File: src/rtl/seg7_scan_driver.sv
`default_nettype none
// ============================================================================
// Module      : seg7_scan_driver
// Description : Time-multiplexed driver for a NUM_DIGITS 7-segment display.
//               A load strobe captures a packed hex value, per-digit decimal
//               points and per-digit blank masks into shadow registers. A
//               free-running prescaler/digit index scans one digit per slot,
//               holding all anodes off for DEADTIME cycles at each slot start.
//               Hex decode and leading-zero blanking are built in. Every pin
//               is registered.
// Ports       : clk        - system clock, rising edge
//               rst_n      - asynchronous active-low reset
//               load       - capture value_in / dp_in / blank_in this edge
//               value_in   - nibble i = hex value of digit i (digit 0 = LSD)
//               dp_in      - bit i = decimal point lit on digit i
//               blank_in   - bit i = force digit i dark
//               lzb_en     - leading-zero blanking enable
//               seg        - segments {a,b,c,d,e,f,g}, seg[6]=a
//               dp         - decimal-point pin
//               an         - digit enables, one-hot when active
//               scan_tick  - one-cycle pulse at the start of each frame
// Revision    : 1.0 - initial release
// ============================================================================
module seg7_scan_driver #(
  parameter int NUM_DIGITS  = 4,
  parameter int PRESCALE    = 1000,
  parameter int DEADTIME    = 2,
  parameter int SEG_ACT_LOW = 1,
  parameter int AN_ACT_LOW  = 1
) (
  input  logic                    clk,
  input  logic                    rst_n,
  input  logic                    load,
  input  logic [4*NUM_DIGITS-1:0] value_in,
  input  logic [NUM_DIGITS-1:0]   dp_in,
  input  logic [NUM_DIGITS-1:0]   blank_in,
  input  logic                    lzb_en,
  output logic [6:0]              seg,
  output logic                    dp,
  output logic [NUM_DIGITS-1:0]   an,
  output logic                    scan_tick
);

  localparam int PW = (PRESCALE > 1)   ? $clog2(PRESCALE)   : 1;
  localparam int IW = (NUM_DIGITS > 1) ? $clog2(NUM_DIGITS) : 1;

  localparam logic [PW-1:0] c_PRE_LAST = PW'(PRESCALE - 1);
  localparam logic [IW-1:0] c_IDX_LAST = IW'(NUM_DIGITS - 1);
  localparam logic [PW-1:0] c_DEAD     = PW'(DEADTIME);

  // XOR masks turning "lit" polarity into pin polarity.
  localparam logic          c_SEG_INV = (SEG_ACT_LOW != 0);
  localparam logic          c_AN_INV  = (AN_ACT_LOW != 0);
  localparam logic [6:0]    c_SEG_OFF = {7{c_SEG_INV}};
  localparam logic          c_DP_OFF  = c_SEG_INV;
  localparam logic [NUM_DIGITS-1:0] c_AN_OFF = {NUM_DIGITS{c_AN_INV}};

  // Shadow registers and scan state
  logic [4*NUM_DIGITS-1:0] r_val;
  logic [NUM_DIGITS-1:0]   r_dp;
  logic [NUM_DIGITS-1:0]   r_blank;
  logic                    r_lzb;
  logic [PW-1:0]           r_pre;
  logic [IW-1:0]           r_idx;

  // Output registers
  logic [6:0]              r_seg;
  logic                    r_dp_pin;
  logic [NUM_DIGITS-1:0]   r_an;
  logic                    r_tick;

  // Per-digit decode helpers
  logic [3:0]              w_nib [NUM_DIGITS];
  logic [NUM_DIGITS-1:0]   w_upper_zero;
  logic [NUM_DIGITS-1:0]   w_blank_vec;

  logic [3:0]              w_nib_sel;
  logic                    w_blank_sel;
  logic                    w_dp_sel;
  logic [6:0]              w_lit;
  logic [NUM_DIGITS-1:0]   w_onehot;
  logic [6:0]              w_seg_nxt;
  logic                    w_dp_nxt;
  logic [NUM_DIGITS-1:0]   w_an_nxt;
  logic                    w_tick_nxt;

  // w_upper_zero[i] = nibbles i..NUM_DIGITS-1 are all zero, built from the top
  // digit downwards so each digit reuses the result of the one above it.
  for (genvar gi = 0; gi < NUM_DIGITS; gi++) begin : g_digit
    assign w_nib[gi] = r_val[4*gi +: 4];
    if (gi == NUM_DIGITS - 1) begin : g_top
      assign w_upper_zero[gi] = (w_nib[gi] == 4'h0);
    end else begin : g_lower
      assign w_upper_zero[gi] = (w_nib[gi] == 4'h0) & w_upper_zero[gi+1];
    end
    if (gi == 0) begin : g_lsd
      // The least significant digit always shows, even when it is zero.
      assign w_blank_vec[gi] = r_blank[gi];
    end else begin : g_msd
      assign w_blank_vec[gi] = r_blank[gi] | (r_lzb & w_upper_zero[gi]);
    end
  end

  always_comb begin
    w_nib_sel   = w_nib[r_idx];
    w_blank_sel = w_blank_vec[r_idx];
    w_dp_sel    = r_dp[r_idx];
    w_onehot    = NUM_DIGITS'(1) << r_idx;

    // Segments lit, bit order {a,b,c,d,e,f,g}
    w_lit = 7'h00;
    case (w_nib_sel)
      4'h0: w_lit = 7'b1111110;
      4'h1: w_lit = 7'b0110000;
      4'h2: w_lit = 7'b1101101;
      4'h3: w_lit = 7'b1111001;
      4'h4: w_lit = 7'b0110011;
      4'h5: w_lit = 7'b1011011;
      4'h6: w_lit = 7'b1011111;
      4'h7: w_lit = 7'b1110000;
      4'h8: w_lit = 7'b1111111;
      4'h9: w_lit = 7'b1111011;
      4'hA: w_lit = 7'b1110111;
      4'hB: w_lit = 7'b0011111;
      4'hC: w_lit = 7'b1001110;
      4'hD: w_lit = 7'b0111101;
      4'hE: w_lit = 7'b1001111;
      4'hF: w_lit = 7'b1000111;
      default: w_lit = 7'h00;
    endcase

    // Segments keep decoding through the dead-time so they have settled
    // before the anode turns on; only the anode is gated by dead-time.
    w_seg_nxt = w_blank_sel ? c_SEG_OFF : (w_lit ^ c_SEG_OFF);
    w_dp_nxt  = w_blank_sel ? c_DP_OFF  : (w_dp_sel ^ c_DP_OFF);
    w_an_nxt  = ((r_pre < c_DEAD) || w_blank_sel) ? c_AN_OFF
                                                  : (w_onehot ^ c_AN_OFF);
    w_tick_nxt = (r_idx == '0) && (r_pre == '0);
  end

  // Shadow capture; last load wins.
  always_ff @(posedge clk or negedge rst_n) begin
    if (!rst_n) begin
      r_val   <= '0;
      r_dp    <= '0;
      r_blank <= '1;
      r_lzb   <= 1'b0;
    end else begin
      r_lzb <= lzb_en;
      if (load) begin
        r_val   <= value_in;
        r_dp    <= dp_in;
        r_blank <= blank_in;
      end
    end
  end

  // Free-running scan counters; never stalled or reset by load.
  always_ff @(posedge clk or negedge rst_n) begin
    if (!rst_n) begin
      r_pre <= '0;
      r_idx <= '0;
    end else if (r_pre == c_PRE_LAST) begin
      r_pre <= '0;
      r_idx <= (r_idx == c_IDX_LAST) ? '0 : r_idx + 1'b1;
    end else begin
      r_pre <= r_pre + 1'b1;
    end
  end

  always_ff @(posedge clk or negedge rst_n) begin
    if (!rst_n) begin
      r_seg    <= c_SEG_OFF;
      r_dp_pin <= c_DP_OFF;
      r_an     <= c_AN_OFF;
      r_tick   <= 1'b0;
    end else begin
      r_seg    <= w_seg_nxt;
      r_dp_pin <= w_dp_nxt;
      r_an     <= w_an_nxt;
      r_tick   <= w_tick_nxt;
    end
  end

  assign seg       = r_seg;
  assign dp        = r_dp_pin;
  assign an        = r_an;
  assign scan_tick = r_tick;

endmodule
`default_nettype wire

File: config.mk
export PLATFORM = sky130hd
export DESIGN_NAME = seg7_scan_driver
export DESIGN_NICKNAME = d
export VERILOG_FILES = /design/src/rtl/seg7_scan_driver.sv
export SDC_FILE = /design/constraint.sdc
export NUM_CORES = 1
export LEC_CHECK = 0
export CAP_MARGIN = 10
export CORE_MARGIN = 10
export CORE_UTILIZATION = 50
export CTS_CLUSTER_DIAMETER = 60
export DETAILED_ROUTE_END_ITERATION = 8
export MAX_ROUTING_LAYER = met4
export PLACE_DENSITY = 0.82
export SLEW_MARGIN = 0
export SYNTH_ARGS = -nofsm -noshare
export SYNTH_HDL_FRONTEND = slang
export SYNTH_SLANG_ARGS = --single-unit
File: constraint.sdc
create_clock -name clk -period 4.1 [get_ports clk]
set_input_delay 0.41 -clock clk [delete_from_list [all_inputs] [get_ports clk]]
set_output_delay 0.41 -clock clk [all_outputs]
set_load 0.02 [all_outputs]
==> metrics, run 1 <==
status finished, final reports clean; CORE AREA between 4000 and 5000 um2; DR iter-0 viols 88; Crit Path Class flip-flop to flip-flop; Worst-Skew Late Latency 0.30 ns; Tightest Pin Transition 1.04 ns; Critical Path End Type flip-flop; DR WL/cell 15.0 um; register area share after synthesis 0.522; total wire length 4510 um; NumNets Final 273; Top cell by count, worst path inv_1; Setup Viol. Count Final 0; mapped cell area 2430 um2; Slew Limit Headroom 0.305; post-route ant nets 0; crit-path max FO 11; post-route setup TNS 0 ns; CP max-delay cell mux4_1; flops & latches, synth 50; FP Rows 25; clock tree sinks 50; Worst Path Required approximately 4.3 ns; Hold Fails Final Rpt 0; CP Cell Sequence mux4_1, inv_1, ha_1, inv_1, or3_1, nand4_1; cts bufs inserted 5; CP Buf/Inv Count 2; f_max 0.433 GHz; clk_skew 0.00245 ns; final worst setup slack 1.79 ns; total gr overflow 0; CTS resizes 0; dpl ws around 1.8 ns; vias in the first global route 1695; YS warnings 0; P_leak between 1 and 1.5 nW; Hold WC Path Type primary input to async pin; Final period util 0.563; setup bufs post-CTS 0; # fillers between 300 and 400; TritonCTS clock tree done; Starting Density 0.515; pin count of the biggest net entering global routing 51; post-DR vias/cell ~5.2; maximum clock path buffer count 2; DRT Pass-1 Iters 5; Slew Limit Fails 0; DR DRC count 0; pwr dens 382 nW/um2; area grow syn2layout 24.1%; Synth cell types 36; DP HPWL 3350 um; leading area contributor after synthesis dfrtp_1; Ports 41; total power draw 0.00115 W; first-pass GRT wire length 7910 um; die height approximately 90 um; critical path arrival 2.55 ns; RSZ-0062 raised after global routing no; H-tree levels 2; Crit path max-delay family multiplexers; CTS Hold Bufs 0; Gate Count Post-Synth 193; Max Cap Viol 0; clk slew on worst S/H paths 0.09 ns; Die X 89.8 um; die area 8060 um2; share of cells above drive strength 1 0.256; worst vdd ir 252 uV; GP Congestion 0.852; final worst path period need about 2.3 ns; WHS 0.285 ns; Synth top area share 0.350; Clock Tree Root clkbuf_8; port buffer count 40; placed cell count 293; CP max stage delay 0.73 ns; critical path launch point type flip-flop; n_diodes 0; All-Layer GR Usage 0.120; initial antenna violation count 0; Mapped Avg Cell Area 12.6 um2; Post-Syn Nets ~230; total number of vias about 1600; Final Non-Filler Cells 301; synth top area cells dfrtp_1, dfstp_2, mux2_2
==> cell type report <==
type / count / area [um2] / share of cell area
clock buffers: 6 / 82.6 / 0.0273
well taps: 67 / 83.8 / 0.0278
multi-input cells: 125 / 1080 / 0.357
repair buffers: 42 / 410 / 0.136
flip-flops and latches: 50 / 1270 / 0.421
inverters: 9 / 33.8 / 0.0112
clock inverters: 2 / 60.1 / 0.0199
==> cell usage in the layout, fill, tap and decap left out <==
cell / n
a21oi_1: 1
a22o_1: 1
a22oi_1: 2
and2_1: 3
and2b_1: 1
and3_1: 4
buf_2: 1
buf_4: 2
bufinv_16: 2
clkbuf_8: 6
clkdlybuf4s50_1: 39
dfrtp_1: 34
dfstp_2: 16
ha_1: 12
inv_1: 9
mux2_2: 28
mux2i_1: 3
mux4_1: 2
mux4_2: 3
nand2_1: 7
nand3_1: 6
nand4_1: 9
nor2_1: 14
nor2b_1: 2
nor2b_4: 1
nor3_1: 4
nor3b_1: 1
nor4_1: 1
o21ai_0: 1
o21bai_1: 2
o311ai_1: 1
o31ai_1: 2
or2_2: 1
or3_1: 1
or4_1: 4
or4b_1: 1
xnor2_1: 4
xor2_1: 3
==> final timing paths <==
kind | start | end | slack (ns) | cells after the start
hold / removal | rst_n | r_pre[8] | 0.28 | 1
hold reg to reg | r_pre[0] | r_pre[0] | 0.48 | 1
setup / recovery | r_idx[1] | seg[6] | 1.79 | 6
max in group asynchronous | rst_n | r_val[8] | 3.17 | 1
setup reg to reg | r_idx[1] | seg[6] | 1.79 | 6
min in group clk | r_pre[0] | r_pre[0] | 0.48 | 1
==> per-stage QoR <==
stage           util  area, um2
2_1_floorplan      -       2430
3_3_place_gp   0.609       2880
3_5_place_dp   0.609       2880
4_1_cts        0.639       3020
5_1_grt        0.639       3020
6_report       0.639       3020
==> Yosys cell counts (all sizes together) <==
library cell,number
nand4,9
o21bai,2
a22o,1
mux4,5
mux2i,3
a21oi,1
nor3,4
and2,3
nor2,14
nor3b,1
xor2,3
a22oi,2
o21ai,1
and2b,1
and3,4
or4,4
o311ai,1
mux2,28
dfstp,16
inv,9
nand3,6
or4b,1
ha,12
or3,1
clkbuf,6
xnor2,4
or2,1
dfrtp,34
nand2,7
nor2b,3
o31ai,2
buf,3
nor4,1
==> routing by layer <==
layer	up-vias	share of wire	track usage
li1	764	-	-
met1	761	0.46	0.148
met2	43	0.46	0.173
met3	7	0.060	0.0457
met4	0	0.016	0.0445
met5	-	0	-
==> cells by family (layout without fill, tap and decap cells) <==
logic type,Yosys count,count (layout),synth area share
buffers and inverters,18,59,0.0344
and+or+nand+nor,60,60,0.135
AOI/OAI and AO/OA,10,10,0.0298
DFF,50,50,0.522
adders and majority gates,12,12,0.0617
xor gates and xnor gates,7,7,0.0252
muxes,36,36,0.191
==> state kept, by name (all words and copies together), names as in the netlist <==
| name | cells |
|---|---|
| r_blank | 4 |
| r_idx | 2 |
| an | 4 |
| r_pre | 10 |
| r_val | 16 |
| seg | 7 |
| scan_tick | 1 |
| r_dp | 4 |
| dp | 1 |
| r_lzb | 1 |
==> report_power, final <==
part           switching [W]  leakage (nW)  internal, W
logic              0.0000787         0.612    0.0000961
clock network       0.000158        0.0714     0.000260
registers          0.0000202         0.581     0.000542
total               0.000257          1.26     0.000898
Power figures use the tool's default switching activity.
==> run 2, diff against run 1 <==
==> constraint.sdc (replaced) <==
create_clock -name clk -period 2.15 [get_ports clk]
set_input_delay 0.215 -clock clk [delete_from_list [all_inputs] [get_ports clk]]
set_output_delay 0.215 -clock clk [all_outputs]
set_load 0.02 [all_outputs]
==> run 2 against run 1 <==
Via count increased by 0.70%. Critical path depth unchanged. Cell count increased by 1.7%. Register-to-register slack got worse by 1.6 ns. Clock-buffer cell count rose by 2. Clock skew is 0.0050 ns higher. Die area unchanged. Wire length decreased by 2.0%. Power grew 70%. Global-route usage fell by 0.62 points. Setup slack worse by 1.6 ns. Sequential share of layout area up 0.29 points. Critical endpoint is now seg[3].
==> metrics, run 2 (same netlist as run 1, synthesis figures left out) <==
Setup Viol. Count Final 0 (unchanged); Crit path max-delay family multiplexers (unchanged); Die X 89.8 um (unchanged); worst vdd ir 409 uV (was 252 uV); area grow syn2layout 23.4% (was 24.1%); n_diodes 0 (unchanged); post-DR vias/cell 5.18 (was 5.23); maximum clock path buffer count 2 (unchanged); max FFs per register 16 (unchanged); final worst path period need 1.97 ns (was 2.31 ns); port buffer count 40 (unchanged); FP Rows 25 (unchanged); die area 8060 um2 (unchanged); cts bufs inserted 5 (unchanged); Top cell by count, worst path mux2i_1 (was inv_1); DR DRC count 0 (unchanged); Hold Fails Final Rpt 0 (unchanged); f_max 0.509 GHz (was 0.433 GHz); CORE AREA 4720 um2 (unchanged); setup slack, reg-to-reg 0.18 ns (was 1.79 ns); GP Congestion 0.866 (was 0.852); CP Buf/Inv Count 1 (was 2); critical path launch point type flip-flop (unchanged); Ports 41 (unchanged); most frequent cells in the layout clkdlybuf4s50_1, dfrtp_1, mux2_2 (unchanged); status finished, final reports clean (unchanged); TritonCTS clock tree done (unchanged); Top reg by flops r_val (unchanged); Hold WC Path Type primary input to async pin (unchanged); Critical Path End Type flip-flop (unchanged); P_leak 1.26 nW (about the same); total number of vias 1586 (was 1575); crit-path max FO 5 (was 11); Max Cap Viol 0 (unchanged); Worst-Skew Late Latency 0.30 ns (about the same); commonest non-fill, non-tap cell in the layout clkdlybuf4s50_1 (unchanged); Slew Limit Headroom 0.603 (was 0.305); clock tree sinks 50 (unchanged); worst flop-to-flop path startpoint r_idx[1] (unchanged); vias in the first global route 1683 (was 1695); pwr dens 652 nW/um2 (was 382 nW/um2); Clock Tree Root clkbuf_8 (unchanged); Slew Limit Fails 0 (unchanged); crit path from r_idx[1] (unchanged); placed cell count 298 (was 293); All-Layer GR Usage 0.113 (was 0.120); post-route ant nets 0 (unchanged); CP max stage delay 0.67 ns (was 0.73 ns); R2R cell count 6 (unchanged); Final period util 0.915 (was 0.563); DP HPWL 3360 um (was 3350 um); die height 89.8 um (unchanged); clk_skew 0.00749 ns (was 0.00245 ns); clk slew on worst S/H paths 0.09 ns (about the same); RSZ-0062 raised after global routing no (unchanged); Starting Density 0.515 (unchanged); CP Cell Sequence mux4_1, inv_1, ha_1, mux2i_1, mux2i_1, nand3_1 (was mux4_1, inv_1, ha_1, inv_1, or3_1, nand4_1); DR iter-0 viols 74 (was 88); WHS 0.00218 ns (was 0.285 ns); CTS Hold Bufs 0 (unchanged); H-tree levels 2 (unchanged); total wire length 4420 um (was 4510 um); total gr overflow 0 (unchanged); r2r endpoint seg[3] (was seg[6]); CP max-delay cell mux4_1 (unchanged); initial antenna violation count 0 (unchanged); post-route setup TNS 0 ns (unchanged); pin count of the biggest net entering global routing 51 (unchanged); share of cells above drive strength 1 0.272 (was 0.256); Crit Path Class flip-flop to flip-flop (unchanged); first-pass GRT wire length 7600 um (was 7910 um); Tightest Pin Transition 0.595 ns (was 1.04 ns); NumNets Final 278 (was 273); DRT Pass-1 Iters 4 (was 5); critical path arrival 2.20 ns (was 2.55 ns); DR WL/cell 14.4 um (was 15.0 um); Worst Path Required 2.39 ns (was 4.34 ns); Final Non-Filler Cells 306 (was 301)
[run 2: report_power, final]
group	total [W]	leakage, nW	switching [W]	internal [W]
sequential	0.00107	0.579	0.0000377	0.00103
combinational	0.000334	0.635	0.000149	0.000185
clock	0.000554	0.0455	0.000291	0.000263
[run 2: metal layers]
metal  vias to the layer above  share of wire  track usage
li1                        784              -            -
met5                         -              0            -
met1                       748           0.49        0.138
met4                         0          0.013       0.0364
met2                        49           0.44        0.172
met3                         5          0.051       0.0399
[run 2: how the worst max path moves through the flow]
stage              to  slack [ns]  cells after the start
2_1_floorplan  seg[6]        0.15                      7
3_3_place_gp   seg[6]        0.14                      6
3_5_place_dp   seg[6]        0.07                      6
4_1_cts        seg[6]        0.04                      6
5_1_grt        seg[3]        0.08                      6
6_report       seg[3]        0.18                      6
[run 2: area by class of cell]
cell class / count / area [um2]
inverters: 9 / 33.8
clock buffers: 8 / 90.1
multi-input cells: 125 / 1070
well taps: 67 / 83.8
flip-flops and latches: 50 / 1270
fillers: 366 / 1720
repair buffers: 47 / 448
[run 2: metrics by stage]
stage	setup WS [ns]	total power [W]	util	cell area, um2
after global placement	0.140	0.00142	0.617	2920
after detailed placement	0.0665	0.00142	0.617	2920
after CTS	0.0363	0.00198	0.636	3010
after global routing	0.0776	0.00206	0.636	3000
final	0.184	0.00196	0.636	3000
after floorplan	0.150	0.00127	-	2430
[run 2: what timing repair did]
action                                  4_1_cts  5_1_grt
endpoints found under the setup margin        0        1
resized for setup                             0        2
endpoints found under the hold margin         0        0
setup buffers                                 0        0
==> run 3, diff against run 2 <==
--- a/config.mk
+++ b/config.mk
@@ -9,6 +9,7 @@
 export CORE_MARGIN = 10
 export CORE_UTILIZATION = 50
 export CTS_CLUSTER_DIAMETER = 60
+export CTS_CLUSTER_SIZE = 30
 export DETAILED_ROUTE_END_ITERATION = 8
 export MAX_ROUTING_LAYER = met4
 export PLACE_DENSITY = 0.82
==> constraint.sdc (replaced) <==
create_clock -name clk -period 2 [get_ports clk]
set_input_delay 0.2 -clock clk [delete_from_list [all_inputs] [get_ports clk]]
set_output_delay 0.2 -clock clk [all_outputs]
set_load 0.02 [all_outputs]
==> run 3 against run 2 <==
Wire length rose by 8.3%. Cell count rose by 0.98%. Setup slack got worse by 0.14 ns. Via count rose by 4.2%.
==> metrics, run 3 (same netlist as run 1, synthesis figures left out) <==
status finished, final reports clean (unchanged); post-route ant nets 0 (unchanged); pwr dens 697 nW/um2 (was 652 nW/um2); clock tree sinks 50 (unchanged); TritonCTS clock tree done (unchanged); FP Rows 25 (unchanged); vias in the first global route 1746 (was 1683); Final period util 0.979 (was 0.915); DR DRC count 0 (unchanged); cts bufs inserted 5 (unchanged); WHS 0.336 ns (was 0.00218 ns); Worst Path Required 2.18 ns (was 2.39 ns); Top reg by flops r_val (unchanged); Clock Tree Root clkbuf_8 (unchanged); Tightest Pin Transition 0.800 ns (was 0.595 ns); Die X 89.8 um (unchanged); first-pass GRT wire length 7940 um (was 7600 um); crit-path max FO 10 (was 5); total gr overflow 0 (unchanged); CP Buf/Inv Count 1 (unchanged); Hold Fails Final Rpt 0 (unchanged); All-Layer GR Usage 0.119 (was 0.113); CORE AREA 4720 um2 (unchanged); Slew Limit Headroom 0.463 (was 0.603); NumNets Final 281 (was 278); critical path launch point type flip-flop (unchanged); most frequent cells in the layout clkdlybuf4s50_1, dfrtp_1, mux2_2 (unchanged); maximum clock path buffer count 2 (unchanged); final worst setup slack 0.0421 ns (was 0.184 ns); share of cells above drive strength 1 0.298 (was 0.272); commonest non-fill, non-tap cell in the layout clkdlybuf4s50_1 (unchanged); die height 89.8 um (unchanged); DP HPWL 3420 um (was 3360 um); CP Cell Sequence buf_4, mux4_2, mux2_2, a22oi_1, nand3_1 (was mux4_1, inv_1, ha_1, mux2i_1, mux2i_1, nand3_1); critical path arrival 2.14 ns (was 2.20 ns); area grow syn2layout 25.8% (was 23.4%); Critical Path End Type flip-flop (unchanged); clk_skew 0.00875 ns (was 0.00749 ns); worst vdd ir 444 uV (was 409 uV); clk slew on worst S/H paths 0.09 ns (about the same); Crit path max-delay family multiplexers (unchanged); H-tree levels 2 (unchanged); initial antenna violation count 0 (unchanged); f_max 0.511 GHz (was 0.509 GHz); max FFs per register 16 (unchanged); Slew Limit Fails 0 (unchanged); CP max stage delay 0.58 ns (was 0.67 ns); CP max-delay cell mux4_2 (was mux4_1); port buffer count 40 (unchanged); Crit Path Class flip-flop to flip-flop (unchanged); Max Cap Viol 0 (unchanged); Setup Viol. Count Final 0 (unchanged); Hold WC Path Type primary input to flip-flop (was primary input to async pin); DRT Pass-1 Iters 4 (unchanged); post-DR vias/cell 5.35 (was 5.18); Ports 41 (unchanged); dpl ws -0.0266 ns (was 0.0665 ns); Starting Density 0.515 (unchanged); pin count of the biggest net entering global routing 51 (unchanged); total wire length 4790 um (was 4420 um); DR WL/cell 15.5 um (was 14.4 um); total number of vias 1652 (was 1586); final worst path period need 1.96 ns (was 1.97 ns); Worst-Skew Late Latency 0.30 ns (about the same); RSZ-0062 raised after global routing yes (was no); n_diodes 0 (unchanged); die area 8060 um2 (unchanged); GP Congestion 0.867 (was 0.866); DR iter-0 viols 71 (was 74); P_leak 1.28 nW (was 1.26 nW)
==> run 3: layer usage <==
layer / track usage / vias to the layer above / routed length, um
met5: - / - / 0
met4: 0.0606 / 0 / 131
met3: 0.0407 / 13 / 315
met2: 0.183 / 58 / 2120
met1: 0.135 / 800 / 2220
li1: - / 781 / -
==> run 3: path summary, 6_finish.rpt <==
check	start	end	slack (ns)	cells after the start
hold / removal	lzb_en	r_lzb	0.34	1
hold reg to reg	r_pre[0]	r_pre[0]	0.49	1
min in group asynchronous	rst_n	r_pre[9]	0.50	3
setup reg to reg	r_idx[1]	seg[5]	0.04	5
setup / recovery	r_idx[1]	seg[5]	0.04	5
max in group asynchronous	rst_n	r_idx[0]	1.08	3
==> run 3: timing repair <==
action | 4_1_cts | 5_1_grt
setup buffers | 0 | 2
gates resized for setup | 2 | 4
hold buffers | 1 | 0
endpoints found under the hold margin | 13 | 0
setup endpoints to repair | 7 | 4
cloned | 0 | 1
==> run 3: worst reg2reg max path, stage by stage (launching register included) <==
cell,delay (ns)
dfrtp_1,0.42
buf_4,0.22
mux4_2,0.58
mux2_2,0.30
a22oi_1,0.20
nand3_1,0.13
==> run 3: stage by stage <==
step / instances / power [W] / setup TNS (ns) / area [um2] / util
detailed placement: 297 / 0.00153 / -0.106 / 2900 / 0.615
global route: 309 / 0.00224 / -0.0488 / 3060 / 0.648
floorplan: 193 / 0.00137 / 0 / 2430 / -
global placement: 297 / 0.00152 / 0 / 2900 / 0.615
CTS: 306 / 0.00213 / 0 / 3020 / 0.639
finish: 309 / 0.00213 / 0 / 3060 / 0.648
==> run 3: layout make-up <==
cell class / count / area [um2]
Clock buffer: 7 / 86.3
Clock inverter: 1 / 5.00
Fill cell: 355 / 1660
Inverter: 9 / 33.8
Multi-Input combinational cell: 126 / 1110
Sequential cell: 50 / 1270
Tap cell: 67 / 83.8
Timing Repair Buffer: 49 / 465
==> run 3: power by group <==
part	total (W)	switching [W]	internal [W]	leakage (nW)
logic	0.000377	0.000168	0.000209	0.646
registers	0.00116	0.0000473	0.00111	0.581
clock network	0.000599	0.000320	0.000279	0.0482
total	0.00213	0.000535	0.00160	1.28
